[config.mk]
export PLATFORM = sky130hd
export DESIGN_NAME = multicycle_ctrl
export DESIGN_NICKNAME = d
export VERILOG_FILES = /design/src/rtl/multicycle_ctrl.sv
export SDC_FILE = /design/constraint.sdc
export NUM_CORES = 1
export LEC_CHECK = 0
export BUFFER_PORTS_ARGS = -buffer_cell sky130_fd_sc_hd__buf_2
export CAP_MARGIN = 20
export CORE_ASPECT_RATIO = 0.7
export CORE_MARGIN = 4
export CORE_UTILIZATION = 39
export CTS_CLUSTER_SIZE = 16
export DETAILED_ROUTE_END_ITERATION = 7
export GPL_TIMING_DRIVEN = 0
export PLACE_DENSITY = 0.63
export SLEW_MARGIN = 40
export SYNTH_ARGS = -nofsm -noshare
export SYNTH_HDL_FRONTEND = slang
export SYNTH_SLANG_ARGS = --single-unit
[constraint.sdc]
create_clock -name clk -period 2.8 [get_ports clk]
set_input_delay 0.28 -clock clk [delete_from_list [all_inputs] [get_ports clk]]
set_output_delay 0.28 -clock clk [all_outputs]
set_load 0.005 [all_outputs]
[src/rtl/multicycle_ctrl.sv]
// Main control FSM for the multi-cycle RISC-V core: sequences the shared ALU,
// the unified memory port and the register file over several cycles per instruction.
module multicycle_ctrl #(
  parameter int CNT_W = 32
) (
  input  logic             clk,
  input  logic             rst_n,
  input  logic [6:0]       opcode,
  input  logic [2:0]       funct3,
  input  logic             funct7b5,
  input  logic             zero,
  input  logic             mem_ready,
  output logic             mem_req,
  output logic             mem_we,
  output logic             adr_src,
  output logic             ir_write,
  output logic             pc_write,
  output logic             reg_write,
  output logic [1:0]       imm_sgn,
  output logic [1:0]       alu_src_a,
  output logic [1:0]       alu_src_b,
  output logic [2:0]       alu_ctrl,
  output logic [1:0]       result_src,
  output logic             illegal_instr,
  output logic             instr_retired,
  output logic [CNT_W-1:0] retired_cnt
);

  typedef enum logic [3:0] {
    S_IDLE,
    S_FETCH,
    S_DECODE,
    S_MEMADR,
    S_MEMREAD,
    S_MEMWB,
    S_MEMWRITE,
    S_EXECR,
    S_EXECI,
    S_ALUWB,
    S_BRANCH,
    S_JAL,
    S_TRAP
  } state_t;

  localparam logic [6:0] OP_LOAD   = 7'b0000011;
  localparam logic [6:0] OP_STORE  = 7'b0100011;
  localparam logic [6:0] OP_RTYPE  = 7'b0110011;
  localparam logic [6:0] OP_ITYPE  = 7'b0010011;
  localparam logic [6:0] OP_BRANCH = 7'b1100011;
  localparam logic [6:0] OP_JAL    = 7'b1101111;

  localparam logic [2:0] ALU_ADD = 3'b000;
  localparam logic [2:0] ALU_SUB = 3'b001;
  localparam logic [2:0] ALU_AND = 3'b010;
  localparam logic [2:0] ALU_OR  = 3'b011;
  localparam logic [2:0] ALU_SLT = 3'b101;

  localparam logic [CNT_W-1:0] CNT_ONE = {{(CNT_W-1){1'b0}}, 1'b1};

  state_t state;
  state_t state_next;

  logic [2:0] fn_ctrl;
  logic       fn_legal;

  always_ff @(posedge clk or negedge rst_n) begin
    if (!rst_n) begin
      state <= S_IDLE;
    end else begin
      state <= state_next;
    end
  end

  // ALU function for EXECR/EXECI; only add/sub/slt/or/and are supported.
  always_comb begin
    fn_ctrl  = ALU_ADD;
    fn_legal = 1'b1;
    case (funct3)
      3'b000:  fn_ctrl = (state == S_EXECR && funct7b5) ? ALU_SUB : ALU_ADD;
      3'b010:  fn_ctrl = ALU_SLT;
      3'b110:  fn_ctrl = ALU_OR;
      3'b111:  fn_ctrl = ALU_AND;
      default: fn_legal = 1'b0;
    endcase
  end

  always_comb begin
    state_next    = state;
    mem_req       = 1'b0;
    mem_we        = 1'b0;
    adr_src       = 1'b0;
    ir_write      = 1'b0;
    pc_write      = 1'b0;
    reg_write     = 1'b0;
    imm_sgn       = 2'b00;
    alu_src_a     = 2'b00;
    alu_src_b     = 2'b00;
    alu_ctrl      = ALU_ADD;
    result_src    = 2'b00;
    illegal_instr = 1'b0;
    instr_retired = 1'b0;
    case (state)
      S_IDLE: state_next = S_FETCH;
      S_FETCH: begin
        mem_req    = 1'b1;
        alu_src_b  = 2'b10;
        result_src = 2'b10;
        if (mem_ready) begin
          ir_write   = 1'b1;
          pc_write   = 1'b1;
          state_next = S_DECODE;
        end
      end
      S_DECODE: begin
        // Precompute oldPC + imm so branch/jal targets sit in the ALU-out register.
        alu_src_a = 2'b01;
        alu_src_b = 2'b01;
        imm_sgn   = (opcode == OP_JAL) ? 2'b11 : 2'b10;
        case (opcode)
          OP_LOAD, OP_STORE: state_next = S_MEMADR;
          OP_RTYPE:          state_next = S_EXECR;
          OP_ITYPE:          state_next = S_EXECI;
          OP_BRANCH:         state_next = S_BRANCH;
          OP_JAL:            state_next = S_JAL;
          default:           state_next = S_TRAP;
        endcase
      end
      S_MEMADR: begin
        alu_src_a  = 2'b10;
        alu_src_b  = 2'b01;
        imm_sgn    = {1'b0, opcode[5]};
        state_next = opcode[5] ? S_MEMWRITE : S_MEMREAD;
      end
      S_MEMREAD: begin
        mem_req = 1'b1;
        adr_src = 1'b1;
        if (mem_ready) begin
          state_next = S_MEMWB;
        end
      end
      S_MEMWB: begin
        result_src    = 2'b01;
        reg_write     = 1'b1;
        instr_retired = 1'b1;
        state_next    = S_FETCH;
      end
      S_MEMWRITE: begin
        mem_req = 1'b1;
        mem_we  = 1'b1;
        adr_src = 1'b1;
        if (mem_ready) begin
          instr_retired = 1'b1;
          state_next    = S_FETCH;
        end
      end
      S_EXECR, S_EXECI: begin
        alu_src_a  = 2'b10;
        alu_src_b  = (state == S_EXECI) ? 2'b01 : 2'b00;
        alu_ctrl   = fn_ctrl;
        state_next = fn_legal ? S_ALUWB : S_TRAP;
      end
      S_ALUWB: begin
        reg_write     = 1'b1;
        instr_retired = 1'b1;
        state_next    = S_FETCH;
      end
      S_BRANCH: begin
        alu_src_a = 2'b10;
        alu_ctrl  = ALU_SUB;
        // Only beq/bne exist; funct3[0] inverts the equality test.
        if (funct3[2:1] == 2'b00) begin
          pc_write      = zero ^ funct3[0];
          instr_retired = 1'b1;
          state_next    = S_FETCH;
        end else begin
          state_next = S_TRAP;
        end
      end
      S_JAL: begin
        alu_src_a  = 2'b01;
        alu_src_b  = 2'b10;
        pc_write   = 1'b1;
        state_next = S_ALUWB;
      end
      S_TRAP: illegal_instr = 1'b1;
      default: state_next = S_IDLE;
    endcase
  end

  always_ff @(posedge clk or negedge rst_n) begin
    if (!rst_n) begin
      retired_cnt <= '0;
    end else if (instr_retired) begin
      retired_cnt <= retired_cnt + CNT_ONE;
    end
  end

endmodule

[Yosys cells after proc, flatten, opt, wreduce, memory -nomap -nowiden]
Index checks and enable logic that the tools add are counted.
Cells by class
  $add $sub $neg: 1
  multipliers: 0
  divide/modulo/power cells: 0
  magnitude comparators: 0
  equality and inequality tests: 24
  shift operators: 0
  mux-type cells: 29
  bitwise gates (word level): 2
  reduce and logical (&&, ||, !) cells: 16
Operators by type and width (number)
  4-bit one-hot mux with 10 select lines: 1
  32-bit by 1-bit adder with 32-bit output (second input constant): 1
  4-bit == test (second input constant): 5
  4-bit one-hot mux with 5 select lines: 1
  4-bit by 3-bit == test with 1-bit output (second input constant): 4
  4-bit two-way mux: 4
  7-bit by 6-bit == test with 1-bit output (second input constant): 2
  7-bit == test (second input constant): 2
  2-bit OR reduction: 7
  1-bit two-way mux: 13
  2-bit one-hot mux with 2 select lines: 3
  3-bit one-hot mux with 4 select lines: 1
  4-bit by 2-bit == test with 1-bit output (second input constant): 2
  4-bit OR reduction: 2
  7-bit by 2-bit == test with 1-bit output (second input constant): 1
  7-bit by 5-bit == test with 1-bit output (second input constant): 1
  3-bit == test (second input constant): 2
  2-bit inequality test (second input constant): 3
  1-bit one-hot mux with 3 select lines: 2
  2-bit one-hot mux with 3 select lines: 1
  3-bit one-hot mux with 2 select lines: 1
  3-bit OR reduction: 2
  4-bit by 1-bit == test with 1-bit output (second input constant): 1
  4-bit zero test: 1
  other kinds (9): 9
Word-level totals
  flip-flop bits (word level): 36
  latch bits: 0
  memory bits (writable): 0
  bits in read-only memories: 0
  input port bits: 15
  output and inout port bits: 51
  word-level logic and storage cells: 74
  memories kept: 0

[Longest topological paths before layout]
  depth after elaboration: 5
  depth in mapped cells: 9
  mapped depth without buffers: 8

[Least setup slack after synthesis]
Ideal clock, no wire load.
  path type: reg-to-reg
  start: register retired_cnt[4]
  end: register retired_cnt[21]
  library setup time: 0.125 ns
  arrival time: 1.747 ns
  required time: 2.675 ns
  slack: 0.928 ns
  cell stages (with the launch flop): 5
  path buffers: 0
  cells stage by stage: dfrtp_1 > nand4_4 > or4_1 > or4_1 > xnor2_1
Between the ends
  word-level cells in the longest chain between the ends: 1
RTL lines
  from (decl): line 26  | output logic [CNT_W-1:0] retired_cnt
  from (signal assigned): line 194  | retired_cnt <= retired_cnt + CNT_ONE;
  32-bit by 1-bit adder with 32-bit output: line 194
No other way between the ends.
A chain may end at the register's enable or synchronous reset.

[Worst setup path in the final report]
  start: register state[0]
  end: output instr_retired
Between the ends
  word-level cells in the longest chain between the ends: 3
  elaborated cells on any way between the ends: 6
  those cells by class: 4 x eq/ne; 1 x mux; 1 x reduce/logical
RTL lines
  from (decl): line 60  | state_t state;
  from (signal assigned): line 70  | state <= state_next;
  4-bit == test or 4-bit by 3-bit == test with 1-bit output (tied branches): line 102  | case (state)
  2-bit OR reduction (no line)
  1-bit one-hot mux with 3 select lines *: line 102
  to (decl): line 25  | output logic instr_retired,
Mark *: on every way between the ends. The rest lies on a longest branch, timed or not.

==> impl_metrics.py <==
metrics = {
    "status": {
        "status": "completed",
    },
    "logic_synthesis": {
        "async_flop_share_pct": 100,
        "yosysSeqAreaShare_pct": 41.1,
        "synth-seq-cells": 36,
        "synth_area_per_cell_um2": 9.02,
        "netlist_area_um2": 2190,
        "synthFlopType": "dfrtp_1",
        "synthCells": 243,
        "synth_edf_count": 0,
        "synth_nets": 259,
        "yosys_warnings": 0,
        "synth_area_leader_cell": "dfrtp_1",
        "synth_top_cells_by_area": "dfrtp_1 (41%), xor2_1 (7.2%), xnor2_1 (6.0%)",
        "synth_top_cell_area_share_pct": 41.1,
        "synth.distinct_cells": 52,
    },
    "finish": {
        "antennaDiodeCount": 0,
        "drive_gt1_share_pct": 26.2,
        "mostFrequentLayoutCell": "buf_2",
        "area_growth_pct": 23.6,
        "final_nets": 332,
        "final_cell_mix": "buf_2 (66), dfrtp_1 (36), nor2_1 (23), nor3_1 (18), xor2_1 (18)",
        "fill_cells": 547,
        "fin_area_um2": 2710,
    },
    "routing": {
        "wl_um": 5580,
        "vias": 2027,
        "firstDrtPassIters": 4,
        "wire_per_inst_um": 14.3,
        "routed_via_density": 5.21,
        "drc": 0,
        "antenna_left": 0,
        "dr.first_iter.drc_count": 108,
    },
    "sta": {
        "period_share_pct": 83.1,
        "max-slew-margin-rel_pct": 45.8,
        "rsz0062_at_grt": "false",
        "setup_violations": 0,
        "skew_ns": 0.00364,
        "setup-tns-final_ns": 0,
        "fin_crit_ns": 2.33,
        "max_freq_mhz": 430,
        "worst_slew_pin_slew_ns": 0.808,
        "slew_viol_final": 0,
        "hold_viol": 0,
    },
    "clock_network": {
        "htreeDepth": 2,
        "cts_root_buf": "clkbuf_8",
        "cts_resized": 0,
        "clk_latency_ns": 0.29,
        "clockBufferDepth": 2,
        "cts_tree": "built",
        "cts_sinks": 36,
        "clk_pin_slew_ns": 0.06,
        "numCtsBuffers": 5,
    },
    "setup_path": {
        "crit_chain": "buf_2 > nand4bb_1 > o22ai_2 > or2_2 > clkbuf_1 > buf_2",
        "cp_common_cell": "buf_2",
        "critical_path_peak_fanout": 9,
        "crit_type": "flip-flop to output pin",
        "crit_arrival_ns": 2.05,
        "cp_data_required_time_ns": 2.52,
        "critPathLaunchType": "flip-flop",
        "slowest_stage": "o22ai_2",
        "slowest_delay_ns": 0.36,
        "worstSetupEndpointType": "output pin",
    },
    "global_routing": {
        "gr-total-overflow": 0,
        "grt_max_degree": 37,
        "grt_pass1_vias": 1906,
        "grt_first_pass_wirelength_um": 9340,
        "antenna_found_initial": 0,
        "track_usage_pct": 16.4,
    },
    "place": {
        "post-dp-hpwl_um": 4290,
        "io_buffers": 65,
        "gp_congestion": 0.827,
        "placed_area_um2": 2610,
    },
    "floorplanning": {
        "dieHeight_um": 70.7,
        "core_um2": 5340,
        "die_w_um": 97.6,
        "dieArea_um2": 6900,
        "placementRows": 22,
        "start_util_pct": 41.0,
        "io-pin-count": 66,
    },
    "run": {
        "drv_cap": 0,
    },
    "pwr": {
        "powerDensity_nw_per_um2": 702,
        "ir_worst_vdd_v": 0.000418,
        "leakagePower_nw": 1.38,
        "p_total_mw": 1.90,
    },
    "hold_path": {
        "hold_path_class": "input pin to flip-flop",
    },
}
==> cell usage after synthesis (all sizes together), types with 2 or more instances <==
master,number
nand4,7
nand2,16
inv,13
nor3,18
o211ai,3
and2,2
or2,2
xor2,18
nor2,23
clkbuf,4
o21a,2
xnor2,15
dfrtp,36
nor4,6
a22o,2
a21o,2
nor2b,6
buf,4
o32ai,2
or4,2
nand2b,7
and3,7
o22ai,2
nand3,15
a21oi,4
o21ai,7
==> sequential cells by signal, indices dropped and copies added, names as in the netlist <==
| register | count |
|---|---|
| state | 4 |
| retired_cnt | 32 |
==> timing repair <==
item                      in CTS  in global routing
hold buffers                   0                  1
hold endpoints to repair       0                 36
setup buffers                  0                  0
==> stage by stage <==
| stage | hold WS (ns) | setup WS (ns) | util [%] | cells |
|---|---|---|---|---|
| floorplan | -0.0156 | 0.928 | - | 243 |
| global placement | 0.417 | 0.560 | 48.8 | 380 |
| detailed placement | 0.407 | 0.555 | 48.8 | 380 |
| CTS | 0.0937 | 0.487 | 50.5 | 388 |
| global route | 0.319 | 0.395 | 50.7 | 389 |
| finish | 0.301 | 0.474 | 50.7 | 389 |
==> cell type report <==
class	instances	area (um2)	share of cell area, %
Buffer	8	40.0	1.48
Clock buffer	8	90.1	3.32
Inverter	13	48.8	1.80
Multi-Input combinational cell	186	1200	44.4
Sequential cell	36	901	33.2
Tap cell	72	90.1	3.32
Timing Repair Buffer	66	338	12.5
==> metal layers <==
layer	track usage (%)	vias up	wire length, um
met4	3.69	0	49
li1	-	1007	-
met1	25.4	965	2860
met3	4.04	5	323
met5	0	-	0
met2	23.0	50	2340
==> logic make-up after synthesis <==
logic type,after synthesis,share of synthesized area (%)
simple gates,117,28.9
flops,36,41.1
compound gates,33,11.2
xor+xnor,33,13.2
buf+inv,21,4.05
mux,2,0.970
fa+ha+maj,1,0.571
==> critical path, delay by kind of cell, from the launching register on <==
kind / cells / cell delay, ns
buffers and inverters: 3 / 0.60
AO/OA/AOI/OAI: 1 / 0.36
AND/OR/NAND/NOR: 2 / 0.44
flip-flops: 1 / 0.35
==> where the power goes <==
group          total [mW]  internal [mW]  leakage, nW  switching [mW]
Sequential          0.669          0.589        0.461          0.0796
Combinational       0.859          0.360        0.873           0.498
Clock               0.375          0.201       0.0455           0.175
Total                1.90           1.15         1.38           0.753
==> final timing paths <==
kind | start | end | slack (ns) | depth (start not counted)
max reg2reg | state[0] | retired_cnt[21] | 0.52 | 6
min in group asynchronous | rst_n | retired_cnt[29] | 0.50 | 2
max in group asynchronous | rst_n | state[1] | 1.97 | 2
min reg2reg | retired_cnt[31] | retired_cnt[31] | 0.47 | 1
max | state[0] | instr_retired | 0.47 | 6
min | mem_ready | state[1] | 0.30 | 2
Note: power is estimated with default switching activity, not from simulation.
